===== src/rtl/zeroheti_pkg.sv =====
// Shared types and constants for the zeroHETI system-bus arbitration logic.
package zeroheti_pkg;

  // Identifies which manager port owns a transaction on the system bus.
  typedef enum logic {
    SrcCore = 1'b0,
    SrcSba  = 1'b1
  } arb_src_e;

  // Number of accepted-but-unanswered transactions the SBA arbiter tracks by default.
  localparam int unsigned SbaMaxOutstanding = 2;

endpackage


===== src/rtl/zeroheti_src_fifo.sv =====
// Small FIFO of source indices. It remembers which manager issued each
// outstanding transaction so responses can be routed back in order.
module zeroheti_src_fifo
  import zeroheti_pkg::*;
#(
  parameter int unsigned Depth = 2
) (
  input  logic     clk_i,
  input  logic     rst_i,
  input  logic     push_i,
  input  logic     pop_i,
  input  arb_src_e data_in_i,
  output arb_src_e head_o,
  output logic     full_o,
  output logic     empty_o
);

  localparam int unsigned PtrW = (Depth > 1) ? $clog2(Depth) : 1;
  localparam int unsigned CntW = $clog2(Depth) + 1;

  arb_src_e        r_mem [Depth];
  logic [PtrW-1:0] r_wrPtr;
  logic [PtrW-1:0] r_rdPtr;
  logic [CntW-1:0] r_count;

  logic w_doPush;
  logic w_doPop;

  // Pointers wrap explicitly so that a depth of one also works.
  function automatic logic [PtrW-1:0] nextPtr(input logic [PtrW-1:0] ptr);
    if (ptr == PtrW'(Depth - 1)) begin
      return '0;
    end
    return ptr + 1'b1;
  endfunction

  assign full_o   = (r_count == CntW'(Depth));
  assign empty_o  = (r_count == '0);
  assign head_o   = r_mem[r_rdPtr];
  assign w_doPush = push_i & ~full_o;
  assign w_doPop  = pop_i & ~empty_o;

  // Storage and write pointer: a push writes the slot under the write pointer.
  always_ff @(posedge clk_i or posedge rst_i) begin
    if (rst_i) begin
      for (int i = 0; i < Depth; i++) begin
        r_mem[i] <= SrcCore;
      end
      r_wrPtr <= '0;
    end else if (w_doPush) begin
      r_mem[r_wrPtr] <= data_in_i;
      r_wrPtr        <= nextPtr(r_wrPtr);
    end
  end

  // Read pointer advances on every accepted pop.
  always_ff @(posedge clk_i or posedge rst_i) begin
    if (rst_i) begin
      r_rdPtr <= '0;
    end else if (w_doPop) begin
      r_rdPtr <= nextPtr(r_rdPtr);
    end
  end

  // Occupancy: a simultaneous push and pop leaves it unchanged.
  always_ff @(posedge clk_i or posedge rst_i) begin
    if (rst_i) begin
      r_count <= '0;
    end else begin
      case ({w_doPush, w_doPop})
        2'b10:   r_count <= r_count + 1'b1;
        2'b01:   r_count <= r_count - 1'b1;
        default: r_count <= r_count;
      endcase
    end
  end

endmodule


===== src/rtl/zeroheti_sba_arbiter.sv =====
// 2:1 OBI arbiter that merges the core LSU port and the debug SBA port onto
// the single system-bus manager port. Requests are arbitrated round-robin;
// responses are routed back in order using a FIFO of source indices.
module zeroheti_sba_arbiter
  import zeroheti_pkg::*;
#(
  parameter int unsigned AddrWidth      = 32,
  parameter int unsigned DataWidth      = 32,
  parameter int unsigned MaxOutstanding = SbaMaxOutstanding
) (
  input  logic                   clk_i,
  input  logic                   rst_i,
  input  logic                   core_req_i,
  output logic                   core_gnt_o,
  input  logic [AddrWidth-1:0]   core_addr_i,
  input  logic                   core_we_i,
  input  logic [DataWidth/8-1:0] core_be_i,
  input  logic [DataWidth-1:0]   core_wdata_i,
  output logic                   core_rvalid_o,
  output logic [DataWidth-1:0]   core_rdata_o,
  output logic                   core_err_o,
  input  logic                   sba_req_i,
  output logic                   sba_gnt_o,
  input  logic [AddrWidth-1:0]   sba_addr_i,
  input  logic                   sba_we_i,
  input  logic [DataWidth/8-1:0] sba_be_i,
  input  logic [DataWidth-1:0]   sba_wdata_i,
  output logic                   sba_rvalid_o,
  output logic [DataWidth-1:0]   sba_rdata_o,
  output logic                   sba_err_o,
  output logic                   sys_req_o,
  input  logic                   sys_gnt_i,
  output logic [AddrWidth-1:0]   sys_addr_o,
  output logic                   sys_we_o,
  output logic [DataWidth/8-1:0] sys_be_o,
  output logic [DataWidth-1:0]   sys_wdata_o,
  input  logic                   sys_rvalid_i,
  input  logic [DataWidth-1:0]   sys_rdata_i,
  input  logic                   sys_err_i,
  output logic                   unexp_rsp_o
);

  arb_src_e r_rrPtr;
  logic     r_unexp;

  arb_src_e w_sel;
  arb_src_e w_head;
  logic     w_full;
  logic     w_empty;
  logic     w_grant;
  logic     w_handshake;
  logic     w_pop;

  // Pick the sole requester, or the round-robin favourite when both request.
  always_comb begin
    w_sel = SrcCore;
    if (core_req_i && sba_req_i) begin
      w_sel = r_rrPtr;
    end else if (sba_req_i) begin
      w_sel = SrcSba;
    end
  end

  // Forward the selected port's A-channel fields to the system bus.
  always_comb begin
    sys_addr_o  = core_addr_i;
    sys_we_o    = core_we_i;
    sys_be_o    = core_be_i;
    sys_wdata_o = core_wdata_i;
    if (w_sel == SrcSba) begin
      sys_addr_o  = sba_addr_i;
      sys_we_o    = sba_we_i;
      sys_be_o    = sba_be_i;
      sys_wdata_o = sba_wdata_i;
    end
  end

  // No request leaves and no grant returns while the tracker is full, even if
  // a response frees a slot in the same cycle.
  assign sys_req_o   = (core_req_i | sba_req_i) & ~w_full;
  assign w_grant     = sys_gnt_i & ~w_full;
  assign w_handshake = sys_req_o & sys_gnt_i;
  assign core_gnt_o  = w_grant & core_req_i & (w_sel == SrcCore);
  assign sba_gnt_o   = w_grant & sba_req_i & (w_sel == SrcSba);

  // A response belongs to the oldest outstanding transaction.
  assign w_pop         = sys_rvalid_i & ~w_empty;
  assign core_rvalid_o = w_pop & (w_head == SrcCore);
  assign sba_rvalid_o  = w_pop & (w_head == SrcSba);
  assign core_rdata_o  = core_rvalid_o ? sys_rdata_i : '0;
  assign sba_rdata_o   = sba_rvalid_o ? sys_rdata_i : '0;
  assign core_err_o    = core_rvalid_o & sys_err_i;
  assign sba_err_o     = sba_rvalid_o & sys_err_i;
  assign unexp_rsp_o   = r_unexp;

  zeroheti_src_fifo #(
    .Depth(MaxOutstanding)
  ) u_srcFifo (
    .clk_i    (clk_i),
    .rst_i    (rst_i),
    .push_i   (w_handshake),
    .pop_i    (w_pop),
    .data_in_i(w_sel),
    .head_o   (w_head),
    .full_o   (w_full),
    .empty_o  (w_empty)
  );

  // After each accepted request, favour the port that was not served.
  always_ff @(posedge clk_i or posedge rst_i) begin
    if (rst_i) begin
      r_rrPtr <= SrcCore;
    end else if (w_handshake) begin
      r_rrPtr <= (w_sel == SrcCore) ? SrcSba : SrcCore;
    end
  end

  // Remember any response that arrived with nothing outstanding.
  always_ff @(posedge clk_i or posedge rst_i) begin
    if (rst_i) begin
      r_unexp <= 1'b0;
    end else if (sys_rvalid_i && w_empty) begin
      r_unexp <= 1'b1;
    end
  end

endmodule

===== config.mk =====
export PLATFORM = sky130hd
export DESIGN_NAME = zeroheti_sba_arbiter
export DESIGN_NICKNAME = d
export VERILOG_FILES = /design/src/rtl/zeroheti_pkg.sv /design/src/rtl/zeroheti_src_fifo.sv /design/src/rtl/zeroheti_sba_arbiter.sv
export SDC_FILE = /design/constraint.sdc
export NUM_CORES = 1
export LEC_CHECK = 0
export BUFFER_PORTS_ARGS = -buffer_cell sky130_fd_sc_hd__clkbuf_2
export CAP_MARGIN = 25
export CORE_AREA = 2 2 124 126
export DETAILED_ROUTE_END_ITERATION = 12
export DIE_AREA = 0 0 126 128
export GPL_TIMING_DRIVEN = 0
export SLEW_MARGIN = 20
export SYNTH_ARGS = -nofsm -noshare
export SYNTH_HDL_FRONTEND = slang
export SYNTH_HIERARCHICAL = 1
export SYNTH_SLANG_ARGS = --single-unit

===== constraint.sdc =====
create_clock -name clk_i -period 2.9 [get_ports clk_i]
set_input_delay 0.435 -clock clk_i [delete_from_list [all_inputs] [get_ports clk_i]]
set_output_delay 0.435 -clock clk_i [all_outputs]
set_load 0.02 [all_outputs]

# Yosys cells after proc, flatten, opt, wreduce, memory -nomap -nowiden
# Cells that the tools add are included.
dict set report word_totals {
  reg_bits 8
}
dict set report op_classes {
  add_sub_neg 4
  magnitude_cmp 3
  n_eq_ne 3
  n_mux 24
  bitwise 21
  reduce_logical 5
}
# op n
set ops {}
lappend ops {{32-bit 2-to-1 mux} 4}
lappend ops {{1-bit 2-to-1 mux} 16}
lappend ops {{1-bit AND} 14}
lappend ops {{2-bit equality test (second input constant)} 2}
lappend ops {{2-bit >= comparator (second input constant)} 2}
lappend ops {{4-bit 2-to-1 mux} 1}
lappend ops {{1-bit inverter} 4}
lappend ops {{1-bit inverter with 2-bit output} 2}
lappend ops {{2-bit case mux with 2 select lines} 1}
lappend ops {{1-bit logical AND} 3}
lappend ops {{1-bit adder (second input constant)} 2}
lappend ops {{2-bit by 1-bit adder with 2-bit output (second input constant)} 1}
lappend ops {{2-bit bitwise mux} 1}
lappend ops {{2-bit by 1-bit equality test with 1-bit output (second input constant)} 1}
lappend ops {{2-bit logical NOT} 1}
lappend ops {{2-bit by 1-bit less-than comparator with 1-bit output (second input constant)} 1}
lappend ops {{2-bit nonzero test} 1}
lappend ops {{2-bit by 1-bit subtractor with 2-bit output (second input constant)} 1}
lappend ops {{1-bit demux with 1-bit select} 1}
lappend ops {{1-bit bitwise OR} 1}

# Longest topological paths before layout
# Gate-level depths: netlist (run 1).
dict set report logic_depth {
  depth_word 7
  ltp_mapped 9
}

# Modules after synthesis
# The synthesis (run 1) kept the hierarchy.
# module n_inst cells_each area_per_inst_um2 seq_area_each_um2
set modules_own_cells {}
lappend modules_own_cells {zeroheti_sba_arbiter 1 170 1455.1 50.0}
lappend modules_own_cells {zeroheti_src_fifo 1 24 286.5 150.1}

# Worst setup path before layout (run 1)
# OpenSTA, ideal clock, no wires.
dict set report synth_path {
  kind {flip-flop to output port}
  startpoint {register u_srcFifo.r_rdPtr}
  endpoint {output core_rdata_o[22]}
  t_arrival_ps 1460
  setup_slack_ps 1005
  stages_incl_launch_ff 5
  path_buffers 1
  cell_sequence {dfrtp_1 mux2_2 and2b_1 buf_2 and2_1}
}
dict set report synth_between {
  elab_chain_cells 7
}
# element line
set synth_lines {}
lappend synth_lines {{start: declaration} zeroheti_src_fifo.sv:23} ;# logic [PtrW-1:0] r_rdPtr;
lappend synth_lines {{start signal: assignment} zeroheti_src_fifo.sv:61} ;# r_rdPtr <= nextPtr(r_rdPtr);
lappend synth_lines {{1-bit inverter with 2-bit output (implied by the code)} zeroheti_src_fifo.sv:39} ;# assign head_o = r_mem[r_rdPtr];
lappend synth_lines {{1-bit 2-to-1 mux (implied by the code) (3 in a row)} zeroheti_src_fifo.sv:39}
lappend synth_lines {{net w_head} zeroheti_sba_arbiter.sv:47} ;# arb_src_e w_head;
lappend synth_lines {{1-bit inverter} zeroheti_sba_arbiter.sv:88} ;# assign core_rvalid_o = w_pop & (w_head == SrcCore);
lappend synth_lines {{1-bit AND} zeroheti_sba_arbiter.sv:88}
lappend synth_lines {{net core_rvalid_o} zeroheti_sba_arbiter.sv:19} ;# output logic core_rvalid_o,
lappend synth_lines {{32-bit 2-to-1 mux} zeroheti_sba_arbiter.sv:90} ;# assign core_rdata_o = core_rvalid_o ? sys_rdata_i : '0;
lappend synth_lines {{end: declaration} zeroheti_sba_arbiter.sv:20} ;# output logic [DataWidth-1:0] core_rdata_o,
# The timed path passes the listed nets, and every way through them passes these cells. The select of a mux whose other input is x is not followed.

# Final worst setup path (run 1)
dict set report layout_path {
  startpoint {register u_srcFifo.r_rdPtr}
  endpoint {output core_rdata_o[10]}
}
dict set report layout_between {
  elab_chain_cells 7
}
# element line
set layout_lines {}
lappend layout_lines {{1-bit inverter with 2-bit output (implied by the code)} zeroheti_src_fifo.sv:39}
lappend layout_lines {{1-bit 2-to-1 mux (implied by the code) (3 in a row)} zeroheti_src_fifo.sv:39}
lappend layout_lines {{net w_head} zeroheti_sba_arbiter.sv:47}
lappend layout_lines {{1-bit inverter} zeroheti_sba_arbiter.sv:88}
lappend layout_lines {{1-bit AND} zeroheti_sba_arbiter.sv:88}
lappend layout_lines {{32-bit 2-to-1 mux} zeroheti_sba_arbiter.sv:90}
# The timed path passes the listed nets, and every way through them passes these cells. The select of a mux whose other input is x is not followed.

==> impl_metrics.py, run 1 <==
metrics = {
    "placed_design": {
        "pre_cts_slack_ns": 0.646,
        "globalplace.congestion": 0.836,
        "hpwl_mm": 9.22,
        "dp.cells": 699,
        "port_buffers": 317,
    },
    "pwr": {
        "p_int_mw": 1.05,
        "combPwrFrac_pct": 80.1,
        "peakVddDrop_mv": 0.312,
        "p_sw_share_pct": 52.6,
        "powerDensity_nw_per_um2": 606,
        "p_seq_share_pct": 9.5,
        "power.switching_mw": 1.16,
        "leakagePower_nw": 2.22,
        "clockPowerShare_pct": 10.4,
    },
    "synthesis": {
        "synth-seq-cells": 8,
        "seq_area_frac_synth_pct": 11.5,
        "synth_common_cells": "mux2_2, and2_1, and3_1, dfrtp_1, mux2_1",
        "yosysTopAreaCell": "mux2_2",
        "synth_area_um2": 1740,
        "synth_area_leaders": "mux2_2, and2_1, and3_1, dfrtp_1, mux2_1",
        "yosysUniqueCellTypes": 28,
        "ys_warn_count": 6,
        "synthArstFlopShare_pct": 100,
        "synth_cells": 194,
        "avgSynthCellArea_um2": 8.98,
        "syn_nets": 372,
        "synth_most_common_cell": "mux2_2",
        "synth_ff_type": "dfrtp_1",
        "synth_edf_count": 0,
        "synth_top_cell_area_share_pct": 41.4,
    },
    "cts": {
        "postCtsSetupBuffers": 0,
        "path_clk_slew_ns": 0.04,
        "cts_resized": 0,
        "clk_path_buf_depth": 2,
        "clock_sinks": 8,
        "h-tree-depth": 1,
        "cts_hold_buf": 0,
        "cts_tree": "yes",
        "clk_latency_ns": 0.23,
        "cts_buffers": 3,
        "cts_root_buf": "clkbuf_16",
    },
    "timing": {
        "final_max_slew_viol_count": 0,
        "max_slew_margin_pct": 71.7,
        "finalSetupViolCount": 0,
        "setup_tns_ns": 0,
        "tightest_slew_ns": 0.422,
        "setup_ws_ns": 0.386,
        "rsz0062_at_grt": "no",
        "final.min_clock_period_ns": 2.51,
        "clock_skew_ns": 0.000710,
        "final.period_utilization_pct": 86.7,
        "hold_viol": 0,
        "max_clock_freq_ghz": 0.398,
    },
    "worst_setup_path": {
        "r2r_cells": 7,
        "path_cells": "mux2_2 -> and2b_1 -> clkbuf_1 -> and2_1 -> clkbuf_2",
        "crit_path_end_kind": "output pin",
        "critPathTopFamily": "simple AND/OR/NAND/NOR gates",
        "max_stage_delay_ns": 0.44,
        "critPathBufInv": 2,
        "crit_type": "flop to output pin",
        "required_ns": 2.47,
        "reg2reg_to": "u_srcFifo/r_count[1]",
        "worst_setup_path_start_kind": "flop",
        "r2r_start": "u_srcFifo/r_count[0]",
        "worstPathMaxFanout": 10,
        "cp.arrival_ns": 2.08,
        "reg2reg_slack_ns": 0.91,
        "crit_slowest_cell": "mux2_2",
    },
    "routing": {
        "routed_wirelength_mm": 10.1,
        "drc_errors": 0,
        "vias_per_cell": 3.78,
        "firstDrtPassIters": 4,
        "wl_per_cell_um": 14.3,
        "ant_nets": 0,
        "first_iter_violations": 68,
        "vias": 2658,
    },
    "final_layout": {
        "regArea_um2": 200,
        "fillCellCount": 1624,
        "syn_to_final_growth_pct": 109,
        "drive_above_1_share_pct": 77.0,
        "num-nets-final": 694,
        "final_cells": 704,
        "multi_input_area_um2": 1410,
    },
    "global_routing": {
        "grt_pass1_wl_mm": 13.5,
        "grt_max_degree": 11,
        "antenna_found_initial": 1,
        "grt_pass1_vias": 2376,
        "track_usage_pct": 10.8,
        "gr-total-overflow": 0,
    },
    "floorplanning": {
        "fp-row-count": 45,
        "core_um2": 14900,
        "ioPinCount": 318,
        "fp.dieH_um": 128,
        "die_width_um": 126,
        "start_util_pct": 11.7,
        "dieArea_um2": 16100,
    },
    "job": {
        "max_cap_viol_count": 0,
    },
    "hold_path": {
        "hp-class": "input pin to asynchronous set/reset pin",
    },
    "outcome": {
        "outcome": "complete, no violations",
    },
}
## worst reg2reg max path: stages, from the launching register on
cell	delay (ns)
dfrtp_1	0.40
nor2_1	0.12
nor2b_4	0.24
clkbuf_1	0.30
nor2b_1	0.26
ha_1	0.29
nor2_1	0.14
xor2_1	0.16
## cell families (layout without fill, tap and decap cells)
family | Yosys count | after routing | synth area share (%)
simple gates | 81 | 81 | 28.7
mux | 72 | 72 | 46.6
buf+inv | 22 | 342 | 7.47
flops | 8 | 8 | 11.5
compound gates | 5 | 5 | 2.51
xor+xnor | 5 | 5 | 2.51
fa+ha+maj | 1 | 1 | 0.718
other cells | 0 | 2 | 0
## worst max-delay path by stage
| stage | from | to | slack, ns | cells past startpoint |
|---|---|---|---|---|
| finish | u_srcFifo/r_rdPtr | core_rdata_o[10] | 0.39 | 5 |
| global route | u_srcFifo/r_rdPtr | core_rdata_o[4] | 0.28 | 5 |
| CTS | u_srcFifo/r_rdPtr | core_rdata_o[10] | 0.39 | 5 |
| detailed placement | u_srcFifo/r_rdPtr | core_rdata_o[10] | 0.65 | 5 |
| global placement | u_srcFifo/r_rdPtr | core_rdata_o[10] | 0.64 | 5 |
| floorplan | u_srcFifo/r_rdPtr | core_rdata_o[22] | 1.01 | 4 |
## flip-flops by register name, summed over array words and instances, names as in the netlist
name	flops
u_srcFifo/r_wrPtr	1
r_rrPtr	1
unexp_rsp_o	1
u_srcFifo/r_count	2
u_srcFifo/r_rdPtr	1
u_srcFifo/r_mem	2
## layout by cell type, fill, tap and decap left out, types with 2 or more instances in the layout
cell type  instances
and2_1            34
and3_1            33
buf_4              2
buf_6              5
clkbuf_1           7
clkbuf_16          3
clkbuf_2         318
dfrtp_1            8
diode_2            2
inv_1              6
mux2_1             8
mux2_2            64
nor2_1             6
xnor2_1            3
xor2_1             2
## layer usage
layer / wire length (um) / up-vias / part of all wire, % / track usage [%]
met4: 139 / 0 / 1.4 / 1.81
met5: 0 / - / 0 / 0
li1: - / 1323 / - / -
met1: 4580 / 1182 / 45 / 15.1
met3: 756 / 10 / 7.5 / 2.25
met2: 4600 / 143 / 46 / 17.4
## layout make-up
class	instances	share of cell area [%]
Buffer	16	2.95
Multi-Input combinational cell	164	38.7
Timing Repair Buffer	317	43.5
Tap cell	188	6.46
Clock buffer	3	2.06
Antenna cell	2	0.137
Inverter	6	0.618
Sequential cell	8	5.49
## power groups by stage
stage / Combinational [mW] / Clock [mW] / Sequential [mW]
global placement: 1.77 / 0 / 0.209
global route: 1.89 / 0.244 / 0.216
floorplan: 1.15 / 0 / 0.202
detailed placement: 1.77 / 0 / 0.210
CTS: 1.78 / 0.234 / 0.210
finish: 1.77 / 0.229 / 0.210
## metrics by stage
step           area [um^2]  utilization, %  power (mW)  hold slack, ns
2_1_floorplan         1740               -        1.35           0.176
3_3_place_gp          3560            24.0        1.98           0.310
3_5_place_dp          3560            24.0        1.99           0.303
4_1_cts               3640            24.5        2.23          0.0599
5_1_grt               3640            24.5        2.35          0.0639
6_report              3640            24.5        2.21          0.0615
(Power assumes the default switching activity.)
==> inputs of run 2 (changes only) <==
- REMOVE_ABC_BUFFERS: unset -> 1
==> run 2 against run 1 <==
Count of clock-buffer cells in the layout unchanged. Highest routed layer unchanged. Sequential power about the same. Worst hold slack improved by 0.0094 ns. Global-route usage increased by 0.27 points. Power decreased by 1.9%. Final area decreased by 1.3%. Wire length decreased by 2.3%. Core utilization decreased by 0.32 points. Register-to-register slack got worse by 0.11 ns. Die area unchanged.
==> impl_metrics.py, run 2 (same netlist as run 1, synthesis figures left out) <==
metrics = {
    "cts": {
        "cts_tree": "yes",
        "h-tree-depth": 1,
        "cts_root_buf": "clkbuf_16",
        "cts_hold_buf": 0,
        "postCtsSetupBuffers": 0,
        "clock_sinks": 8,
        "clk_path_buf_depth": 2,
        "cts_buffers": 3,
        "clk_latency_ns": 0.23,
        "path_clk_slew_ns": 0.04,
    },
    "worst_setup_path": {
        "worstPathMaxFanout": 27,
        "worst_setup_path_start_kind": "flop",
        "path_cells": "o21ai_4 -> buf_16 -> buf_16 -> mux2_2 -> clkbuf_2",
        "max_stage_delay_ns": 0.61,
        "crit_slowest_cell": "o21ai_4",
        "path_common_cell": "buf_16",
        "crit_type": "flop to output pin",
        "cp.arrival_ns": 2.29,
        "required_ns": 2.47,
        "crit_path_end_kind": "output pin",
    },
    "timing": {
        "final_max_slew_viol_count": 0,
        "hold_viol": 0,
        "max_clock_freq_ghz": 0.367,
        "finalSetupViolCount": 0,
        "final.period_utilization_pct": 94.0,
        "clock_skew_ns": 0.000936,
        "setup_tns_ns": 0,
        "rsz0062_at_grt": "no",
        "tightest_slew_ns": 0.718,
        "final.min_clock_period_ns": 2.73,
        "max_slew_margin_pct": 51.9,
    },
    "pwr": {
        "p_int_mw": 1.02,
        "leakagePower_nw": 2.19,
        "clockPowerShare_pct": 10.6,
        "p_seq_share_pct": 9.8,
        "power.switching_mw": 1.15,
        "combPwrFrac_pct": 79.6,
        "p_sw_share_pct": 52.9,
        "peakVddDrop_mv": 0.238,
        "powerDensity_nw_per_um2": 603,
    },
    "routing": {
        "wl_per_cell_um": 14.3,
        "dr.max_layer_used": "met4",
        "routed_wirelength_mm": 9.84,
        "drt-met1-wl_mm": 3.79,
        "met2_length_mm": 5.16,
        "vias_per_cell": 3.83,
        "wl_met3_um": 773,
        "drc_errors": 0,
        "ant_nets": 0,
        "firstDrtPassIters": 4,
        "first_iter_violations": 41,
        "vias": 2636,
    },
    "global_routing": {
        "gr-total-overflow": 0,
        "antenna_found_initial": 0,
        "grt_pass1_wl_mm": 13.7,
        "grt_max_degree": 37,
        "track_usage_pct": 11.1,
        "grt_pass1_vias": 2382,
    },
    "final_layout": {
        "layout_common_cells": "clkbuf_2, mux2_2, and2_1",
        "final_common_cell": "clkbuf_2",
        "drive_above_1_share_pct": 78.0,
        "num-nets-final": 681,
        "reg_top3": "u_srcFifo/r_count (2), u_srcFifo/r_mem (2)",
        "fin_area_um2": 3600,
        "syn_to_final_growth_pct": 106,
        "n_antenna_cell": 0,
    },
    "floorplanning": {
        "fp.dieH_um": 128,
        "dieArea_um2": 16100,
        "ioPinCount": 318,
        "core_um2": 14900,
        "start_util_pct": 11.7,
        "fp-row-count": 45,
        "die_width_um": 126,
    },
    "placed_design": {
        "place_area_um2": 3510,
        "port_buffers": 317,
        "globalplace.congestion": 0.801,
        "hpwl_mm": 8.83,
    },
    "job": {
        "max_cap_viol_count": 0,
    },
    "hold_path": {
        "hp-class": "input pin to asynchronous set/reset pin",
    },
    "outcome": {
        "outcome": "complete, no violations",
    },
}
==> run 2: changes by cell type in the layout (fill, tap and decap cells not counted), sizes merged <==
cell	before	now
diode	2	0
clkbuf	328	320
nor2b	2	3
buf	8	2
==> run 2: area by class of cell <==
type | instances | area, um^2
Sequential cell | 8 | 200
Timing Repair Buffer | 319 | 1640
Inverter | 6 | 22.5
Tap cell | 188 | 235
Multi-Input combinational cell | 165 | 1420
Fill cell | 1645 | 11300
Clock buffer | 3 | 75.1
==> run 2: power by group through the flow <==
stage / logic, mW / registers [mW] / clock network [mW]
floorplan: 1.08 / 0.202 / 0
global placement: 1.70 / 0.211 / 0
detailed placement: 1.73 / 0.213 / 0
CTS: 1.74 / 0.213 / 0.236
global route: 1.86 / 0.220 / 0.245
finish: 1.72 / 0.213 / 0.229
==> run 2: metal layers <==
metal / global-route usage (%) / vias to the layer above
li1: - / 1296
met3: 1.92 / 4
met5: 0 / -
met4: 3.36 / 0
met2: 20.6 / 175
met1: 12.9 / 1161
==> run 2: through the flow <==
step	hold WS (ns)	util, %	power, mW	instances	setup WS, ns
after floorplan	0.176	-	1.29	178	0.312
after global placement	0.316	23.2	1.91	683	-0.351
after detailed placement	0.323	23.6	1.94	685	0.109
after CTS	0.0795	24.1	2.19	688	0.119
after global routing	0.0810	24.2	2.32	689	0.0498
final	0.0709	24.2	2.17	689	0.174
==> run 2: path summary, 6_finish.rpt <==
path                            slack [ns]  cells past startpoint                   end                  from
worst max register to register        0.80                      6  u_srcFifo/r_count[1]  u_srcFifo/r_count[0]
max in group asynchronous             2.58                      2    u_srcFifo/r_mem[1]                 rst_i
worst min-delay path                  0.07                      2           unexp_rsp_o                 rst_i
worst min register to register        0.45                      1           unexp_rsp_o           unexp_rsp_o
min in group clk_i                    0.45                      1           unexp_rsp_o           unexp_rsp_o
worst max-delay path                  0.17                      5       sys_wdata_o[31]               r_rrPtr
==> run 2: worst max-delay path: cells and delay by family (launching register included) <==
kind                   cells  cell delay (ns)
flip-flops                 1             0.43
AO/OA/AOI/OAI              1             0.61
buffers and inverters      3             0.60
multiplexers               1             0.37
==> run 2: timing repair <==
action                                  CTS  global route
resized for setup                         1             0
endpoints found under the setup margin   33            17
gates cloned                              0             1
endpoints found under the hold margin     0             0
==> inputs of run 3 (changes only) <==
- PLACE_DENSITY: unset -> 0.53
- SLEW_MARGIN: 20 -> unset
==> run 3 against run 2 <==
Flip-flop and latch count is the same. Worst hold slack lost 0.025 ns. Final area shrank 0.66%. Via count shrank 0.76%. Wire length grew 1.2%. Combinational power is essentially flat. Critical path type unchanged.
==> impl_metrics.py, run 3 (same netlist as run 1, synthesis figures left out) <==
metrics = {
    "outcome": {
        "outcome": "complete, no violations",
    },
    "pwr": {
        "combPwrFrac_pct": 79.4,
        "power.switching_mw": 1.12,
        "leakagePower_nw": 2.18,
        "p_seq_share_pct": 9.9,
        "p_int_mw": 1.01,
        "clockPowerShare_pct": 10.7,
        "powerDensity_nw_per_um2": 597,
        "p_sw_share_pct": 52.6,
        "peakVddDrop_mv": 0.291,
    },
    "final_layout": {
        "n_antenna_cell": 0,
        "regArea_um2": 200,
        "final_util_pct": 24.0,
        "fillCellCount": 1646,
        "final_cells": 688,
        "layout_common_cells": "clkbuf_2, mux2_2, and2_1",
        "reg_top3": "u_srcFifo/r_count (2), u_srcFifo/r_mem (2)",
        "num-nets-final": 680,
        "multi_input_area_um2": 1410,
        "syn_to_final_growth_pct": 105,
        "drive_above_1_share_pct": 78.0,
        "final_common_cell": "clkbuf_2",
    },
    "worst_setup_path": {
        "crit_slowest_cell": "and2b_2",
        "crit_path_end_kind": "output pin",
        "required_ns": 2.47,
        "max_stage_delay_ns": 0.55,
        "worstPathMaxFanout": 36,
        "crit_type": "flop to output pin",
        "cp.arrival_ns": 2.24,
        "r2r_cells": 6,
        "path_cells": "nor2_1 -> nor2b_4 -> and2b_2 -> and2_1 -> clkbuf_2",
        "worst_setup_path_start_kind": "flop",
    },
    "timing": {
        "hold_viol": 0,
        "max_clock_freq_ghz": 0.374,
        "max_slew_margin_pct": 60.1,
        "rsz0062_at_grt": "no",
        "clock_skew_ns": 0.00400,
        "final.period_utilization_pct": 92.2,
        "final_max_slew_viol_count": 0,
        "setup_tns_ns": 0,
        "tightest_slew_ns": 0.597,
        "final.min_clock_period_ns": 2.67,
        "hold-worst-slack_ns": 0.0460,
        "finalSetupViolCount": 0,
    },
    "global_routing": {
        "gr-total-overflow": 0,
        "grt_pass1_wl_mm": 14.0,
        "grt_max_degree": 37,
        "track_usage_pct": 11.2,
        "grt_pass1_vias": 2409,
        "antenna_found_initial": 0,
    },
    "hold_path": {
        "hp-class": "input pin to asynchronous set/reset pin",
    },
    "floorplanning": {
        "fp-row-count": 45,
        "ioPinCount": 318,
        "start_util_pct": 11.7,
        "core_um2": 14900,
        "dieArea_um2": 16100,
        "fp.dieH_um": 128,
        "die_width_um": 126,
    },
    "cts": {
        "clk_latency_ns": 0.23,
        "cts_hold_buf": 0,
        "postCtsSetupBuffers": 0,
        "clock_sinks": 8,
        "cts_tree": "yes",
        "path_clk_slew_ns": 0.04,
        "cts_buffers": 3,
        "cts_root_buf": "clkbuf_16",
        "h-tree-depth": 1,
        "clk_path_buf_depth": 2,
        "cts_resized": 1,
    },
    "routing": {
        "routed_wirelength_mm": 9.96,
        "wl_per_cell_um": 14.5,
        "ant_nets": 0,
        "firstDrtPassIters": 4,
        "drc_errors": 0,
        "first_iter_violations": 32,
        "vias": 2616,
        "vias_per_cell": 3.80,
    },
    "placed_design": {
        "port_buffers": 317,
        "globalplace.congestion": 0.849,
        "hpwl_mm": 9.09,
        "dp.cells": 685,
    },
    "job": {
        "max_cap_viol_count": 0,
    },
}
-- run 3: cell types whose count changed in the layout (fill, tap and decap cells not counted), sizes merged --
cell,change
nor2b,-1
-- run 3: cell type report --
cell class	count	share of cell area, %
inverter	6	0.630
timing repair buffer	319	45.5
multi-input combinational	164	39.5
sequential	8	5.60
tap	188	6.58
clock buffer	3	2.10
-- run 3: final timing paths --
| kind | start | end | slack [ns] |
|---|---|---|---|
| max | u_srcFifo/r_count[0] | core_rdata_o[10] | 0.23 |
| min | rst_i | r_rrPtr | 0.05 |
| max reg2reg | u_srcFifo/r_count[0] | u_srcFifo/r_count[1] | 0.90 |
| min reg2reg | unexp_rsp_o | unexp_rsp_o | 0.46 |
| max in group asynchronous | rst_i | u_srcFifo/r_rdPtr | 2.57 |
| min in group clk_i | sys_rvalid_i | unexp_rsp_o | 0.44 |
-- run 3: power by group through the flow --
stage	combinational, mW	clock, mW	sequential, mW
finish	1.69	0.228	0.212
global route	1.83	0.241	0.220
CTS	1.72	0.231	0.212
detailed placement	1.71	0	0.213
global placement	1.70	0	0.211
floorplan	1.08	0	0.202
-- run 3: routing by layer --
layer / global-route usage, % / share of wire (%)
met2: 21.5 / 51
met4: 1.87 / 1.2
met5: 0 / 0
met3: 2.67 / 9.2
met1: 12.6 / 38
-- run 3: worst max-delay path: cells and delay by family (launching register included) --
family	cells	cell delay (ns)
buffers and inverters	1	0.18
DFF	1	0.41
and+or+nand+nor	4	1.41
-- run 3: per-stage QoR --
stage | cell area (um^2) | worst slack (ns) | total power, mW
6_report | 3570 | 0.227 | 2.13
4_1_cts | 3570 | 0.210 | 2.16
2_1_floorplan | 1630 | 0.312 | 1.29
3_5_place_dp | 3500 | 0.177 | 1.92
3_3_place_gp | 3460 | -0.351 | 1.91
5_1_grt | 3570 | 0.00513 | 2.29
